## src/rtl/uart_tx_port_pkg.sv

```systemverilog
// Shared definitions for the UART transmit port: FSM states and status byte layout.
package uart_tx_port_pkg;

    typedef enum logic [1:0] {
        IDLE  = 2'd0,
        START = 2'd1,
        DATA  = 2'd2,
        STOP  = 2'd3
    } tx_state_e;

    localparam int unsigned STAT_BUSY = 0;
    localparam int unsigned STAT_FULL = 1;
    localparam int unsigned STAT_OVF  = 2;

endpackage

```

## src/rtl/uart_tx_port_if.sv

```systemverilog
// Parallel-port side of the UART transmitter: write strobe/data in, line and status out.
interface uart_tx_port_if;
    logic       wr_req;
    logic [7:0] wr_data;
    logic       tx;
    logic       busy;
    logic       full;
    logic       overflow;
    logic [7:0] status;

    modport master (
        output wr_req, wr_data,
        input  tx, busy, full, overflow, status
    );

    modport slave (
        input  wr_req, wr_data,
        output tx, busy, full, overflow, status
    );
endinterface

```

## src/rtl/uart_tx_port_fifo.sv

```systemverilog
// Circular-buffer byte FIFO with a count register; push when full / pop when empty are ignored.
module uart_tx_fifo #(
    parameter int FIFO_DEPTH = 4
) (
    input  logic       clk,
    input  logic       rst,
    input  logic       push,
    input  logic       pop,
    input  logic [7:0] din,
    output logic [7:0] dout,
    output logic       full,
    output logic       empty
);
    localparam int AW = $clog2(FIFO_DEPTH);

    logic [7:0]  mem_q [FIFO_DEPTH];
    logic [AW-1:0] rd_ptr_q, rd_ptr_d, wr_ptr_q, wr_ptr_d;
    logic [AW:0]   count_q, count_d;
    logic          do_push, do_pop;

    assign full    = (count_q == (AW+1)'(FIFO_DEPTH));
    assign empty   = (count_q == '0);
    assign do_push = push & ~full;
    assign do_pop  = pop & ~empty;
    assign dout    = mem_q[rd_ptr_q];

    always_comb begin
        rd_ptr_d = rd_ptr_q;
        wr_ptr_d = wr_ptr_q;
        count_d  = count_q;
        if (do_push) wr_ptr_d = wr_ptr_q + 1'b1;
        if (do_pop)  rd_ptr_d = rd_ptr_q + 1'b1;
        case ({do_push, do_pop})
            2'b10:   count_d = count_q + 1'b1;
            2'b01:   count_d = count_q - 1'b1;
            default: count_d = count_q;
        endcase
    end

    always_ff @(posedge clk or posedge rst) begin
        if (rst) begin
            rd_ptr_q <= '0;
            wr_ptr_q <= '0;
            count_q  <= '0;
        end else begin
            rd_ptr_q <= rd_ptr_d;
            wr_ptr_q <= wr_ptr_d;
            count_q  <= count_d;
        end
    end

    // Storage needs no reset: the count register defines which entries are valid.
    always_ff @(posedge clk) begin
        if (do_push) mem_q[wr_ptr_q] <= din;
    end
endmodule

```

## src/rtl/uart_tx_port.sv

```systemverilog
// Memory-mapped 8N1 UART transmitter fed by the parallel output port through a small FIFO.
module uart_tx_port
    import uart_tx_port_pkg::*;
#(
    parameter int CLK_FREQ   = 50000000,
    parameter int BAUD       = 115200,
    parameter int FIFO_DEPTH = 4
) (
    input  logic           clk,
    input  logic           rst,
    uart_tx_port_if.slave  bus
);
    localparam int CLKS_PER_BIT = CLK_FREQ / BAUD;
    localparam int BW = (CLKS_PER_BIT > 2) ? $clog2(CLKS_PER_BIT) : 1;
    localparam logic [BW-1:0] BAUD_LAST = BW'(CLKS_PER_BIT - 1);

    tx_state_e   state_q, state_d;
    logic [BW-1:0] baud_cnt_q, baud_cnt_d;
    logic [2:0]  bit_cnt_q, bit_cnt_d;
    logic [7:0]  shift_q, shift_d;
    logic        tx_q, tx_d;
    logic        wr_req_q;
    logic        overflow_q, overflow_d;

    logic        wr_pulse, push, pop, baud_last;
    logic        fifo_full, fifo_empty;
    logic [7:0]  fifo_dout;
    logic [7:0]  status;

    assign wr_pulse  = bus.wr_req & ~wr_req_q;
    // Full is sampled before any same-cycle pop, so a write while full is always dropped.
    assign push      = wr_pulse & ~fifo_full;
    assign baud_last = (baud_cnt_q == BAUD_LAST);

    uart_tx_fifo #(.FIFO_DEPTH(FIFO_DEPTH)) u_fifo (
        .clk   (clk),
        .rst   (rst),
        .push  (push),
        .pop   (pop),
        .din   (bus.wr_data),
        .dout  (fifo_dout),
        .full  (fifo_full),
        .empty (fifo_empty)
    );

    always_comb begin
        state_d    = state_q;
        baud_cnt_d = baud_cnt_q;
        bit_cnt_d  = bit_cnt_q;
        shift_d    = shift_q;
        tx_d       = tx_q;
        pop        = 1'b0;
        overflow_d = overflow_q | (wr_pulse & fifo_full);
        case (state_q)
            IDLE: begin
                tx_d = 1'b1;
                if (!fifo_empty) begin
                    pop        = 1'b1;
                    shift_d    = fifo_dout;
                    tx_d       = 1'b0;
                    baud_cnt_d = '0;
                    state_d    = START;
                end
            end
            START: begin
                baud_cnt_d = baud_cnt_q + 1'b1;
                if (baud_last) begin
                    baud_cnt_d = '0;
                    bit_cnt_d  = '0;
                    tx_d       = shift_q[0];
                    state_d    = DATA;
                end
            end
            DATA: begin
                baud_cnt_d = baud_cnt_q + 1'b1;
                if (baud_last) begin
                    baud_cnt_d = '0;
                    if (bit_cnt_q == 3'd7) begin
                        tx_d    = 1'b1;
                        state_d = STOP;
                    end else begin
                        shift_d   = shift_q >> 1;
                        tx_d      = shift_q[1];
                        bit_cnt_d = bit_cnt_q + 1'b1;
                    end
                end
            end
            STOP: begin
                baud_cnt_d = baud_cnt_q + 1'b1;
                if (baud_last) begin
                    baud_cnt_d = '0;
                    if (!fifo_empty) begin
                        pop     = 1'b1;
                        shift_d = fifo_dout;
                        tx_d    = 1'b0;
                        state_d = START;
                    end else begin
                        state_d = IDLE;
                    end
                end
            end
            default: begin
                tx_d    = 1'b1;
                state_d = IDLE;
            end
        endcase
    end

    always_ff @(posedge clk or posedge rst) begin
        if (rst) begin
            state_q    <= IDLE;
            baud_cnt_q <= '0;
            bit_cnt_q  <= '0;
            shift_q    <= '0;
            tx_q       <= 1'b1;
            wr_req_q   <= 1'b0;
            overflow_q <= 1'b0;
        end else begin
            state_q    <= state_d;
            baud_cnt_q <= baud_cnt_d;
            bit_cnt_q  <= bit_cnt_d;
            shift_q    <= shift_d;
            tx_q       <= tx_d;
            wr_req_q   <= bus.wr_req;
            overflow_q <= overflow_d;
        end
    end

    always_comb begin
        status            = '0;
        status[STAT_BUSY] = (state_q != IDLE) | ~fifo_empty;
        status[STAT_FULL] = fifo_full;
        status[STAT_OVF]  = overflow_q;
    end

    assign bus.tx       = tx_q;
    assign bus.busy     = status[STAT_BUSY];
    assign bus.full     = status[STAT_FULL];
    assign bus.overflow = status[STAT_OVF];
    assign bus.status   = status;
endmodule

```

## src/flat_wrapper.sv

```systemverilog
// flat-port wrapper written by rule: the top's interface ports become plain ports
module uart_tx_port_flat import uart_tx_port_pkg::*;
#(
    parameter int CLK_FREQ   = 50000000,
    parameter int BAUD       = 115200,
    parameter int FIFO_DEPTH = 4
)
  (clk, rst, bus_wr_req, bus_wr_data, bus_tx, bus_busy, bus_full, bus_overflow, bus_status);
  uart_tx_port_if bus_i ();
  input  logic clk;
  input  logic rst;
  input wire logic [$bits(bus_i.wr_req)-1:0] bus_wr_req;
  input wire logic [$bits(bus_i.wr_data)-1:0] bus_wr_data;
  output wire logic [$bits(bus_i.tx)-1:0] bus_tx;
  output wire logic [$bits(bus_i.busy)-1:0] bus_busy;
  output wire logic [$bits(bus_i.full)-1:0] bus_full;
  output wire logic [$bits(bus_i.overflow)-1:0] bus_overflow;
  output wire logic [$bits(bus_i.status)-1:0] bus_status;
  assign bus_i.wr_req = bus_wr_req;
  assign bus_i.wr_data = bus_wr_data;
  assign bus_tx = bus_i.tx;
  assign bus_busy = bus_i.busy;
  assign bus_full = bus_i.full;
  assign bus_overflow = bus_i.overflow;
  assign bus_status = bus_i.status;
  uart_tx_port #(.CLK_FREQ(CLK_FREQ), .BAUD(BAUD), .FIFO_DEPTH(FIFO_DEPTH)) u_core (.clk(clk), .rst(rst), .bus(bus_i));
endmodule
```

## config.mk

```make
export PLATFORM = sky130hd
export DESIGN_NAME = uart_tx_port_flat
export DESIGN_NICKNAME = d
export VERILOG_FILES = /design/src/rtl/uart_tx_port_pkg.sv /design/src/rtl/uart_tx_port_if.sv /design/src/rtl/uart_tx_port_fifo.sv /design/src/rtl/uart_tx_port.sv /design/src/flat_wrapper.sv
export SDC_FILE = /design/constraint.sdc
export NUM_CORES = 1
export LEC_CHECK = 0
export ABC_AREA = 1
export CORE_UTILIZATION = 63
export DETAILED_ROUTE_END_ITERATION = 16
export PLACE_DENSITY = 0.84
export SLEW_MARGIN = 40
export SYNTH_ARGS = -nofsm -noshare
export SYNTH_HDL_FRONTEND = slang
export SYNTH_SLANG_ARGS = --single-unit
```

## constraint.sdc

```tcl
create_clock -name clk -period 4.15 [get_ports clk]
set_input_delay 0.415 -clock clk [delete_from_list [all_inputs] [get_ports clk]]
set_output_delay 0.415 -clock clk [all_outputs]
set_load 0.005 [all_outputs]
```

Word level (Yosys, flattened, before mapping)
Memories as Yosys holds them, arrays and structs flattened.
Cells that the tools add are included.
{"block": "op_classes", "add_sub_neg": 6, "n_eq_ne": 15, "n_mux": 32, "n_bitwise": 10, "n_reduce_logical": 11}
{"operator": "two-way mux 8 bit", "count": 4}
{"operator": "case mux 8 bit (3 select lines)", "count": 1}
{"operator": "two-way mux 9 bit", "count": 2}
{"operator": "case mux 9 bit (2 select lines)", "count": 1}
{"operator": "case mux 3 bit (2 select lines)", "count": 2}
{"operator": "AND reduction 4 bit", "count": 3}
{"operator": "two-way mux 1 bit", "count": 11}
{"operator": "two-way mux 2 bit", "count": 5}
{"operator": "adder 9 x 1 -> 9 bit (second input constant)", "count": 1}
{"operator": "== test 9 bit (second input constant)", "count": 1}
{"operator": "two-way mux 3 bit", "count": 3}
{"operator": "!= test 2 x 1 -> 1 bit (second input constant)", "count": 4}
{"operator": "case mux 2 bit (4 select lines)", "count": 1}
{"operator": "adder 3 x 1 -> 3 bit (second input constant)", "count": 2}
{"operator": "== test 2 bit (second input constant)", "count": 3}
{"operator": "== test 3 bit (second input constant)", "count": 2}
{"operator": "!= test 2 bit (second input constant)", "count": 3}
{"operator": "nonzero test 2 bit", "count": 3}
{"operator": "AND 1 bit", "count": 5}
{"operator": "AND reduction 5 bit", "count": 1}
{"operator": "adder 2 x 1 -> 2 bit (second input constant)", "count": 2}
{"operator": "== test 2 x 1 -> 1 bit (second input constant)", "count": 2}
{"operator": "case mux 1 bit (4 select lines)", "count": 1}
{"operator": "logical NOT 3 bit", "count": 1}
{"operator": "7 further kinds", "count": 10}
{"block": "totals", "reg_bits": 32, "ramBits": 32, "input_bits": 11, "memories": 1}
{"memory": "u_core.u_fifo.mem_q", "words": 4, "width": 8, "read_ports": 1, "rd_ports_with_merged_regs": 0, "wr": 1, "line": "uart_tx_port_fifo.sv:16", "source": "logic [7:0] mem_q [FIFO_DEPTH];"}

Depth between registers and ports, before layout
{"block": "logic_depth", "depth_word": 7, "mapped_depth": 14}

Cells and area by module
A second synthesis with hierarchy kept.
{"block": "unflattened", "cells_unflattened": 366, "hier_area_um2": 3315.7}
{"module": "uart_tx_fifo", "n_inst": 1, "cells_per_inst": 155, "area_per_inst_um2": 1755.4, "seq_area_each_um2": 1136.1}
{"module": "uart_tx_port", "n_inst": 1, "cells_per_inst": 211, "area_per_inst_um2": 1560.2, "seq_area_each_um2": 626.9}

Least setup slack after synthesis
OpenSTA, ideal clock, no wires.
{"block": "synth_path", "kind": "register to register", "from": "reg u_core.baud_cnt_q[1]", "to": "reg u_core.u_fifo.count_q[2]", "setup_time_ns": 0.131, "t_arrival_ns": 2.146, "t_required_ns": 4.019, "setup_slack_ns": 1.873, "path_stages_with_launch": 15, "period_less_slack_ns": 2.277, "path_cell_list": "dfrtp_1 -> inv_1 -> ha_1 -> nand2_1 -> nor2_1 -> nand2_4 -> nand2_4 -> nand3_1 -> inv_1 -> ha_1 -> inv_1 -> fa_1 -> a21oi_1 -> o21ai_0 -> xor2_1"}
{"block": "synth_between", "elab_chain_cells": 6, "elab_cells_between_ends": 8, "classes_between": "eq/ne: 3; mux: 3; bitwise: 1; reduce/logical: 1"}
{"item": "start, declared", "line": "uart_tx_port.sv:18", "source": "logic [BW-1:0] baud_cnt_q, baud_cnt_d;"}
{"item": "start signal, assigned", "line": "uart_tx_port.sv:120", "source": "baud_cnt_q <= baud_cnt_d;"}
{"item": "== test 9 bit *", "line": "uart_tx_port.sv:33", "source": "assign baud_last = (baud_cnt_q == BAUD_LAST);"}
{"item": "two-way mux 1 bit *", "line": "uart_tx_port.sv:90", "source": "if (baud_last) begin"}
{"item": "case mux 1 bit (2 select lines) *", "line": "uart_tx_port.sv:54", "source": "case (state_q)"}
{"item": "AND 1 bit *", "line": "uart_tx_port_fifo.sv:24", "source": "assign do_pop = pop & ~empty;"}
{"item": "via u_core.u_fifo.do_pop", "line": "uart_tx_port_fifo.sv:19", "source": "logic do_push, do_pop;"}
{"item": "== test 2 x 1 -> 1 bit / == test 2 bit (equally long branches)", "line": "uart_tx_port_fifo.sv:33", "source": "case ({do_push, do_pop})"}
{"item": "case mux 3 bit (2 select lines) / nonzero test 2 bit (equally long branches)"}
{"item": "end signal, assigned", "line": "uart_tx_port_fifo.sv:48", "source": "count_q <= count_d;"}
{"item": "end, declared", "line": "uart_tx_port_fifo.sv:18", "source": "logic [AW:0] count_q, count_d;"}
The timed path passes the listed nets; every way through them passes the cells marked *.
A chain may end at the register's enable or synchronous reset.

Worst setup path in the final report
{"block": "layout_path", "from": "reg u_core.state_q[0]", "to": "reg u_core.u_fifo.count_q[2]"}
{"block": "layout_between", "elab_chain_cells": 5, "elab_cells_between_ends": 8, "classes_between": "eq/ne: 3; mux: 2; bitwise: 1; reduce/logical: 2"}
{"item": "start, declared", "line": "uart_tx_port.sv:17", "source": "tx_state_e state_q, state_d;"}
{"item": "start signal, assigned", "line": "uart_tx_port.sv:119", "source": "state_q <= state_d;"}
{"item": "== test 2 bit / logical NOT 2 bit (equally long branches)", "line": "uart_tx_port.sv:54"}
{"item": "case mux 1 bit (2 select lines) *", "line": "uart_tx_port.sv:54"}
{"item": "AND 1 bit *", "line": "uart_tx_port_fifo.sv:24"}
{"item": "via u_core.u_fifo.do_pop", "line": "uart_tx_port_fifo.sv:19"}
{"item": "== test 2 x 1 -> 1 bit / == test 2 bit (equally long branches)", "line": "uart_tx_port_fifo.sv:33"}
{"item": "case mux 3 bit (2 select lines) / nonzero test 2 bit (equally long branches)"}
Marks and branches as above.

==> metrics.md <==
| Metric | Value |
|---|---|
| Placer congestion estimate | `0.860` |
| Sw Pwr | `401 µW` |
| FF-to-FF path depth | `11` |
| Max Slew Vio Count | `0` |
| Yosys top cell area share | `0.288` |
| Ys flop type | `edfxtp_1` |
| Cts hold-fix bufs | `0` |
| Cts repair resizes | `0` |
| Setup_tns | `0 ps` |
| Post-route cell area | `3690 µm²` |
| Logic gate share of total power | `0.156` |
| Top-count cell post-synth | `nand2_1` |
| Fraction of layout cells with a size suffix above 1 | `0.0657` |
| Placement Cell Area | `3520 µm²` |
| Endpoints failing setup | `0` |
| Clock Tree Root | `clkbuf_8` |
| DR pass1 iterations | `5` |
| Sequential power share | `0.532` |
| Setup crit start kind | `flip-flop` |
| Worst Path Arrival | `2820 ps` |
| Antenna-violating nets left | `0` |
| Synth Register Bits | `64` |
| Worst skew pair latency | `340 ps` |
| Tightest Pin Transition | `803 ps` |
| P&R area growth vs syn | `10.6%` |
| Routed vias | `2441` |
| Die X | `74.8 µm` |
| Min Tclk post-route | `2600 ps` |
| Maxcap violations | `0` |
| FFs w/ async S/R, synth | `0.500` |
| Final routed DRC violation total | `0` |
| Hold Path Class | `input port to async pin` |
| Setup Fix Bufs, Post-CTS | `0` |
| DP HPWL | `4.39 mm` |
| Post-Synthesis Cells | `387` |
| Peak supply drop | `0.425 mV` |
| Syn Area/Cell | `8.62 µm²` |
| RSZ-0062 raised after global routing | `false` |
| Layout Nets | `433` |
| H-tree level count | `3` |
| Initial antenna violation count | `0` |
| Final core utilization | `0.722` |
| Synth top area cells | `edfxtp_1, dfrtp_1, nand2_1, inv_1, ha_1` |
| Slew margin rel. | `0.463` |
| Setup CP Type | `flip-flop to flip-flop` |
| Pleak | `1.80 nW` |
| PwrDens | `390 nW/µm²` |
| Num CTS Buffers | `9` |
| Critical Path Sink Type | `flip-flop` |
| First-pass GRT wire length | `10.4 mm` |
| Netlist cell types | `31` |
| FMAX | `384 MHz` |
| Die Y | `74.8 µm` |
| P_int | `1.04 mW` |
| Switching fraction of total power | `0.279` |
| EDFF count, synth | `32` |
| CTS tree | `built` |
| Via/cell ratio | `5.07` |
| FF/Latch Area | `1760 µm²` |
| IO Pins | `23` |
| # rows | `26` |
| Clk slew on worst S/H paths | `70 ps` |
| WL final | `6.36 mm` |
| Status | `finished, final reports clean` |
| Worst EP required | `4370 ps` |
| WL per Instance | `13.2 µm` |
| Clock Sinks | `64` |
| Inserted Diodes | `0` |
| Initial Util | `0.653` |
| Crit-path max FO | `6` |
| Core ar. | `5110 µm²` |
| GRT Total Usage | `0.257` |
| Synth area leader | `edfxtp_1` |
| Synth Warn # | `0` |
| Die ar. | `5590 µm²` |
| Clock Path Buffers | `2` |
| Clock power frac | `0.313` |
| Synth cell count leaders | `nand2_1, inv_1, edfxtp_1` |
| Final Skew | `7.27 ps` |
| Register area share after synthesis | `0.529` |
| Final hold violations | `0` |
| IO buf count | `17` |
| Post-synthesis cell area | `3330 µm²` |
| Layout fillers | `369` |
| Period utilization | `0.627` |
| Vias in the first global route | `2296` |
| GR Overflow Total | `0` |
| DRT iter0 DRCs | `132` |
| Multi-input logic area | `1260 µm²` |
| Largest net degree at the start of global routing | `23` |
## power groups by stage
stage / Combinational, mW / Clock (mW) / Sequential (mW)
after floorplan: 0.148 / 0 / 0.769
after global placement: 0.208 / 0 / 0.773
after detailed placement: 0.220 / 0 / 0.775
after CTS: 0.226 / 0.456 / 0.764
after global routing: 0.255 / 0.480 / 0.771
final: 0.224 / 0.450 / 0.764
## layout make-up
cell class,count,share of cell area
Sequential cell,64,0.478
Multi-Input combinational cell,249,0.341
Inverter,64,0.0651
Timing Repair Buffer,18,0.0482
Clock buffer,10,0.0346
Tap cell,70,0.0237
Clock inverter,6,0.00984
## layer usage
| metal | wire length, µm | vias up | track usage |
|---|---|---|---|
| met4 | 125 | 0 | 0.0985 |
| met2 | 3270 | 59 | 0.428 |
| met1 | 2780 | 1139 | 0.323 |
| li1 | - | 1233 | - |
| met5 | 0 | - | 0 |
| met3 | 189 | 10 | 0.0669 |
## state kept, by name (all words and copies together), names as in the netlist
| register | flops |
|---|---|
| u_core.u_fifo.count_q | 3 |
| u_core.bus.overflow | 1 |
| u_core.bus.tx | 1 |
| u_core.wr_req_q | 1 |
| u_core.state_q | 2 |
| u_core.u_fifo.rd_ptr_q | 2 |
| u_core.u_fifo.wr_ptr_q | 2 |
| u_core.shift_q | 8 |
| u_core.u_fifo.mem_q | 32 |
| u_core.baud_cnt_q | 9 |
| u_core.bit_cnt_q | 3 |
## critical path, stage by stage (launching register included)
cell	delay (ps)
dfrtp_1	450
inv_1	130
ha_1	340
nor2_1	200
nand3_1	170
inv_1	90
ha_1	140
inv_1	80
fa_1	450
a21oi_1	160
o21ai_0	120
xor2_1	160
## cells by family (layout without fill, tap and decap cells)
family / after synthesis / after routing / synth area share
and+or+nand+nor: 197 / 197 / 0.249
buffers and inverters: 78 / 98 / 0.0991
DFF: 64 / 64 / 0.529
AOI/OAI and AO/OA: 24 / 24 / 0.0417
adders and majority gates: 16 / 16 / 0.0623
xor gates and xnor gates: 7 / 7 / 0.0184
other: 1 / 5 / 0.00112
## metrics by stage
step	cells	power [mW]	hold WS, ps	setup WS (ps)
after detailed placement	465	0.996	465	1590
after CTS	481	1.45	485	1520
after global routing	481	1.51	456	1300
final	481	1.44	397	1550
after global placement	465	0.981	464	1750
after floorplan	391	0.917	446	1870
## path summary, 6_finish.rpt
path / start / endpoint / slack, ps
setup / recovery: u_core.state_q[0] / u_core.u_fifo.count_q[2] / 1550
hold / removal: rst / u_core.state_q[0] / 400
setup reg to reg: u_core.state_q[0] / u_core.u_fifo.count_q[2] / 1550
hold reg to reg: u_core.shift_q[2] / u_core.shift_q[2] / 490
max in group asynchronous: rst / u_core.shift_q[0] / 3230
min in group clk: u_core.shift_q[2] / u_core.shift_q[2] / 490
## cell usage in the layout, fill, tap and decap left out, types with 2 or more instances in the layout
| master | instances |
|---|---|
| clkbuf_8 | 9 |
| o21ai_0 | 11 |
| nor2_1 | 13 |
| xor2_1 | 5 |
| clkinvlp_4 | 3 |
| inv_2 | 2 |
| conb_1 | 5 |
| nand3_1 | 30 |
| edfxtp_1 | 32 |
| a21oi_1 | 7 |
| clkdlybuf4s50_1 | 17 |
| nand2_4 | 2 |
| inv_1 | 62 |
| dfrtp_1 | 31 |
| nor3_1 | 3 |
| ha_1 | 15 |
| xnor2_1 | 2 |
| nand4_1 | 2 |
| nand2_1 | 141 |
| clkinv_2 | 2 |
| o22ai_1 | 3 |
| nand2_2 | 2 |
Note: power is estimated with default switching activity, not from simulation.
